`src/rtl/simple_bus_responder.sv`:
```
// simple_bus target: single-beat read/write into a DEPTH-word register
// file, one response per accepted request after LAT wait cycles.
// Ports: clk, rst_n; req_valid/req_ready/req_write/req_addr/req_wdata;
// rsp_valid/rsp_ready/rsp_rdata/rsp_err (+ rsp_par when
// SIMPLE_BUS_RSP_PARITY_EN is defined).
module simple_bus_responder #(
  parameter int DW    = 32,
  parameter int AW    = 4,
  parameter int DEPTH = 12,
  parameter int LAT   = 2
) (
  input  logic          clk,
  input  logic          rst_n,
  input  logic          req_valid,
  output logic          req_ready,
  input  logic          req_write,
  input  logic [AW-1:0] req_addr,
  input  logic [DW-1:0] req_wdata,
  output logic          rsp_valid,
  input  logic          rsp_ready,
  output logic [DW-1:0] rsp_rdata,
`ifdef SIMPLE_BUS_RSP_PARITY_EN
  output logic          rsp_par,
`endif
  output logic          rsp_err
);

  typedef enum logic [1:0] {
    IDLE,
    WAIT,
    RESP
  } state_t;

  localparam logic [AW:0] DEPTH_W = (AW+1)'(DEPTH);
  localparam logic [3:0]  CNT_LD  = 4'(LAT > 0 ? LAT - 1 : 0);

  state_t        state;
  state_t        nxt;
  logic [3:0]    cnt;
  logic          wr_q;
  logic [AW-1:0] addr_q;
  logic          rdy_q;
  logic          vld_q;
  logic [DW-1:0] rdata_q;
  logic          err_q;
  logic [DW-1:0] rf [DEPTH];
`ifdef SIMPLE_BUS_RSP_PARITY_EN
  logic          rf_par [DEPTH];
`endif

  logic          acc;
  logic          done;
  logic          enter_resp;
  logic          req_in_rng;
  logic          sel_wr;
  logic [AW-1:0] sel_addr;
  logic          sel_in_rng;
  logic          par_bad;

  assign acc        = (state == IDLE) & req_valid & rdy_q;
  assign done       = vld_q & rsp_ready;
  assign enter_resp = (state != RESP) & (nxt == RESP);
  assign req_in_rng = {1'b0, req_addr} < DEPTH_W;

  // With LAT=0 RESP is entered on the accept edge itself, before the
  // request fields are latched, so take them straight from the bus.
  assign sel_wr     = (state == IDLE) ? req_write : wr_q;
  assign sel_addr   = (state == IDLE) ? req_addr  : addr_q;
  assign sel_in_rng = {1'b0, sel_addr} < DEPTH_W;

`ifdef SIMPLE_BUS_RSP_PARITY_EN
  assign par_bad = sel_in_rng & ~sel_wr &
                   (rf_par[sel_addr] != ^rf[sel_addr]);
`else
  assign par_bad = 1'b0;
`endif

  always_ff @(posedge clk or negedge rst_n) begin
    if (!rst_n) begin
      state   <= IDLE;
      rdy_q   <= 1'b0;
      vld_q   <= 1'b0;
      cnt     <= '0;
      wr_q    <= 1'b0;
      addr_q  <= '0;
      rdata_q <= '0;
      err_q   <= 1'b0;
      for (int i = 0; i < DEPTH; i++) begin
        rf[i] <= '0;
`ifdef SIMPLE_BUS_RSP_PARITY_EN
        rf_par[i] <= 1'b0;
`endif
      end
    end else begin
      state <= nxt;
      rdy_q <= (nxt == IDLE);
      // Response is presented one cycle after RESP is entered, which
      // gives accept-to-valid of LAT+1 edges.
      vld_q <= (state == RESP) & (nxt == RESP);
      if (acc) begin
        wr_q   <= req_write;
        addr_q <= req_addr;
        cnt    <= CNT_LD;
        if (req_write && req_in_rng) begin
          rf[req_addr] <= req_wdata;
`ifdef SIMPLE_BUS_RSP_PARITY_EN
          rf_par[req_addr] <= ^req_wdata;
`endif
        end
      end else if (state == WAIT && cnt != 4'd0) begin
        cnt <= cnt - 4'd1;
      end
      if (enter_resp) begin
        rdata_q <= (!sel_wr && sel_in_rng) ? rf[sel_addr] : '0;
        err_q   <= ~sel_in_rng | par_bad;
      end
    end
  end

  always_comb begin
    nxt = state;
    unique case (state)
      IDLE: if (acc) nxt = (LAT > 0) ? WAIT : RESP;
      WAIT: if (cnt == 4'd0) nxt = RESP;
      RESP: if (done) nxt = IDLE;
      default: nxt = IDLE;
    endcase
  end

  always_comb begin
    req_ready = rdy_q;
    rsp_valid = vld_q;
    rsp_rdata = rdata_q;
    rsp_err   = err_q;
`ifdef SIMPLE_BUS_RSP_PARITY_EN
    rsp_par   = ^rdata_q;
`endif
  end

endmodule

```
`config.mk`:
```
export PLATFORM = sky130hd
export DESIGN_NAME = simple_bus_responder
export DESIGN_NICKNAME = d
export VERILOG_FILES = /design/src/rtl/simple_bus_responder.sv
export SDC_FILE = /design/constraint.sdc
export NUM_CORES = 1
export LEC_CHECK = 0
export ABC_AREA = 1
export BUFFER_PORTS_ARGS = -buffer_cell sky130_fd_sc_hd__buf_2
export CELL_PAD_IN_SITES_DETAIL_PLACEMENT = 1
export CELL_PAD_IN_SITES_GLOBAL_PLACEMENT = 2
export CORE_UTILIZATION = 25
export DETAILED_ROUTE_END_ITERATION = 8
export GPL_TIMING_DRIVEN = 0
export PLACE_DENSITY = 0.58
export SLEW_MARGIN = 20
export SYNTH_ARGS = -nofsm -noshare
export SYNTH_HDL_FRONTEND = slang
export SYNTH_SLANG_ARGS = --single-unit
```
`constraint.sdc`:
```
create_clock -name clk -period 2.15 [get_ports clk]
set_input_delay 0.43 -clock clk [delete_from_list [all_inputs] [get_ports clk]]
set_output_delay 0.43 -clock clk [all_outputs]
set_load 0.05 [all_outputs]
```
==> summary.md <==
| Metric | Value |
|---|---|
| Ordered cell list for the critical path | `nor2_4, buf_12, buf_6, nand3_4, nor2_4, nand2_2, clkbuf_4, nand2_1, o21ai_0` |
| Chip height | `between 200 and 300 um` |
| Register cell area after layout | `0.01076 mm2` |
| Worst-Margin Slew | `around 0.9 ns` |
| Worst Setup End Kind | `flip-flop` |
| Number of CTS-inserted buffers | `53` |
| Clock H-tree levels | `2` |
| Drt initial violations | `around 1100` |
| Worst-path maximum fanout | `10` |
| Global routing usage summed across all routing layers | `21.98%` |
| Max-slew violations | `0` |
| Layout Area Growth over Synthesis | `28.29%` |
| Wire length of the first global-routing pass | `between 100000 and 150000 um` |
| Largest area contributor in the synthesized netlist | `sky130_fd_sc_hd__dfrtp_1` |
| Drt wl/cell | `23.37 um` |
| RSZ-0062 raised after global routing | `true` |
| CP Data Arrival Time | `around 2.6 ns` |
| Filler cell count | `around 9200` |
| Top post-synthesis cells by area | `sky130_fd_sc_hd__dfrtp_1, sky130_fd_sc_hd__nand2_1, sky130_fd_sc_hd__nand3_1` |
| Final TNS setup | `0 ns` |
| Detailed-route vias per instance | `4.848` |
| Synthesis-stage register bit count | `430` |
| Required time reported for the critical path endpoint | `between 2 and 3 ns` |
| Post-synthesis net count | `2576` |
| Pre-antenna DRT Iters | `4` |
| Number of nets in the layout | `between 2000 and 3000` |
| Pin count of the biggest net entering global routing | `92` |
| Synth Area in XOR/XNOR | `0%` |
| Worst Hold Margin | `about 0.056 ns` |
| Root buffer cell | `sky130_fd_sc_hd__clkbuf_16` |
| Number of global-route vias before repair | `19404` |
| Synth Area in Simple Gates | `27.61%` |
| Fraction of layout instances using a drive strength above 1 | `16.99%` |
| Power Density | `around 1500 mW/mm2` |
| Initial antenna violation count | `1` |
| Core outline area | `between 0.07 and 0.08 mm2` |
| Total wirelength of the detailed-routed design | `roughly 89000 um` |
| Number of nets with antenna violations after routing | `0` |
| Worst min-delay path category | `input pin to flip-flop` |
| Outcome | `complete, no violations` |
| Static power due to leakage | `between 10 and 15 nW` |
| Synthesized area divided by synthesized cell count | `7.833 um2` |
| Worst IR Drop VDD | `~0.57 mV` |
| TritonCTS clock tree | `built` |
| Count of pins on the block boundary | `76` |
| Initial standard-cell utilization of the core | `25.45%` |
| Final hold violation count | `0` |
| Netlist area before placement | `between 0.015 and 0.02 mm2` |
| Post-layout minimum cycle time | `around 2.1 ns` |
| Post-route DRC violation count | `0` |
| Area of the die | `approximately 0.08 mm2` |
| Number of port buffers | `75` |
| Category of the most critical setup path | `flip-flop to flip-flop` |
| Maximum buffer depth of the clock tree | `3` |
| Sink Count | `430` |
| Area of the multi-input gates | `approximately 0.0080 mm2` |
| Post-layout util | `~33%` |
| Site Rows | `approximately 100` |
| Slowest cell on crit path | `sky130_fd_sc_hd__dfrtp_2` |
| Yosys synthesis warning count | `0` |
| Upper clock frequency limit | `around 0.47 GHz` |
| Antenna cell count | `0` |
| Insertion delay to the later sink of the worst-skew pair | `roughly 0.62 ns` |
| Post-DP HPWL | `61760 um` |
| CP max stage delay | `between 0.4 and 0.5 ns` |
| Remaining global-route overflow | `0` |
| Count of final setup violators | `0` |
| Fraction of the mapped netlist area in compound gates | `approximately a tenth` |
| Worst Setup Start Kind | `flip-flop` |
| Combinational family with the most area after synthesis | `simple AND/OR/NAND/NOR gates` |
| Max_cap viols | `0` |
| CTS clock-pin slew for the worst setup and hold paths | `approximately 0.060 ns` |
| Tcrit/Tclk final | `99.70%` |
| Cell mode on critical path | `sky130_fd_sc_hd__nor2_4` |
| Mux contribution to synthesized area | `0%` |
| Adder-cell share of the synthesized area | `less than 1%` |
| Syn Inst Count | `~2500` |
| Gate family responsible for the most delay along the worst path | `simple AND/OR/NAND/NOR gates` |
| Slew headroom | `between 40% and 50%` |
| Gp weighted congestion | `roughly 0.8` |
| Worst Path Buf+Inv | `3` |
| Synth unique cells | `19` |
| Die boundary width | `283.7 um` |
| Area share of the leading cell type in the synthesized netlist | `between 50 and 60%` |
| Register area share after synthesis | `54.23%` |
| Clock tree skew after final layout | `about 0.025 ns` |
| Via total after detailed routing | `18366` |
==> cells in the mapped netlist, drive strengths merged <==
| master | count |
|---|---|
| a211oi | 1 |
| a21oi | 1 |
| buf | 30 |
| clkbuf | 171 |
| dfrtp | 430 |
| ha | 2 |
| inv | 211 |
| nand2 | 784 |
| nand3 | 484 |
| nor2 | 20 |
| nor3 | 1 |
| o21a | 1 |
| o21ai | 396 |
| o22ai | 1 |
==> layout make-up <==
cell class | count | area share (%)
clock inverter | 19 | 1.008
sequential | 430 | 42.28
tap | 1040 | 5.112
timing repair buffer | 120 | 3.942
clock buffer | 80 | 6.164
inverter | 211 | 3.151
buffer | 197 | 6.749
multi-input combinational | 1691 | 31.60
==> cells by family after synthesis <==
logic type | Yosys count
and+or+nand+nor | 1289
DFF | 430
buffers and inverters | 412
AOI/OAI and AO/OA | 400
adders and majority gates | 2
==> sequential cells by signal, indices dropped and copies added (netlist names) <==
name / cells
req_ready: 1
addr_q: 4
rsp_valid: 1
cnt: 4
rsp_err: 1
state: 2
rsp_rdata: 32
rf: 384
wr_q: 1
==> power breakdown <==
part	leakage, nW	internal, mW	switching, mW	total, mW
registers	5.82	10.1	1.16	11.3
logic	5.28	6.11	12.0	18.2
clock network	0.907	5.73	3.80	9.54
==> through the flow <==
step | total power, mW | std cells | setup slack [ns] | area, um2
floorplan | 20.11 | 2533 | 0.2204 | 19840
global placement | 26.25 | 3648 | -8.863 | 21520
detailed placement | 26.51 | 3653 | -1.653 | 21670
CTS | 38.02 | 3773 | -0.02220 | 24740
global route | 41.39 | 3788 | -0.1086 | 25450
finish | 38.98 | 3788 | 0.006528 | 25450
==> cell usage in the layout (no fill, tap or decap), types with 48 or more instances in the layout <==
master and instances:
sky130_fd_sc_hd__clkbuf_16 58, sky130_fd_sc_hd__dfrtp_1 429, sky130_fd_sc_hd__buf_2 96, sky130_fd_sc_hd__o21ai_0 310, sky130_fd_sc_hd__clkbuf_1 49, sky130_fd_sc_hd__buf_4 48
sky130_fd_sc_hd__nand3_1 441, sky130_fd_sc_hd__o21ai_1 75, sky130_fd_sc_hd__nand2_1 747, sky130_fd_sc_hd__inv_1 207
==> worst min-delay path, delay by kind of cell <==
kind	cells	cell delay, ns
simple gates	2	0.08
buf+inv	2	0.13
==> metal layers <==
metal  GRT usage (%)  share of wire [%]  wire, um  up-vias
li1                -                  -         -     8542
met4           6.149                2.5      2170        0
met3           2.998                3.8      3392      119
met5               0                  0         0        -
met1           29.73                 46     40570     9402
met2           36.50                 48     42370      303
==> final timing paths <==
kind,from,end,slack [ns],depth (start not counted)
worst min-delay path,rsp_ready,rsp_valid,0.06,4
max in group asynchronous,rst_n,rsp_rdata[23],0.32,5
worst max register to register,state[1],rf[113],0.007,9
worst max-delay path,state[1],rf[113],0.007,9
worst min register to register,rsp_rdata[19],rsp_rdata[19],0.47,2
min in group asynchronous,rst_n,rsp_rdata[5],0.29,2
==> repair_timing <==
action,CTS,global route
pin swaps,7,12
hold buffers,1,0
cloned,0,3
endpoints found under the hold margin,32,0
resized for setup,361,278
setup buffers,21,15
setup endpoints to repair,417,385
Note: power is estimated with default switching activity, not from simulation.
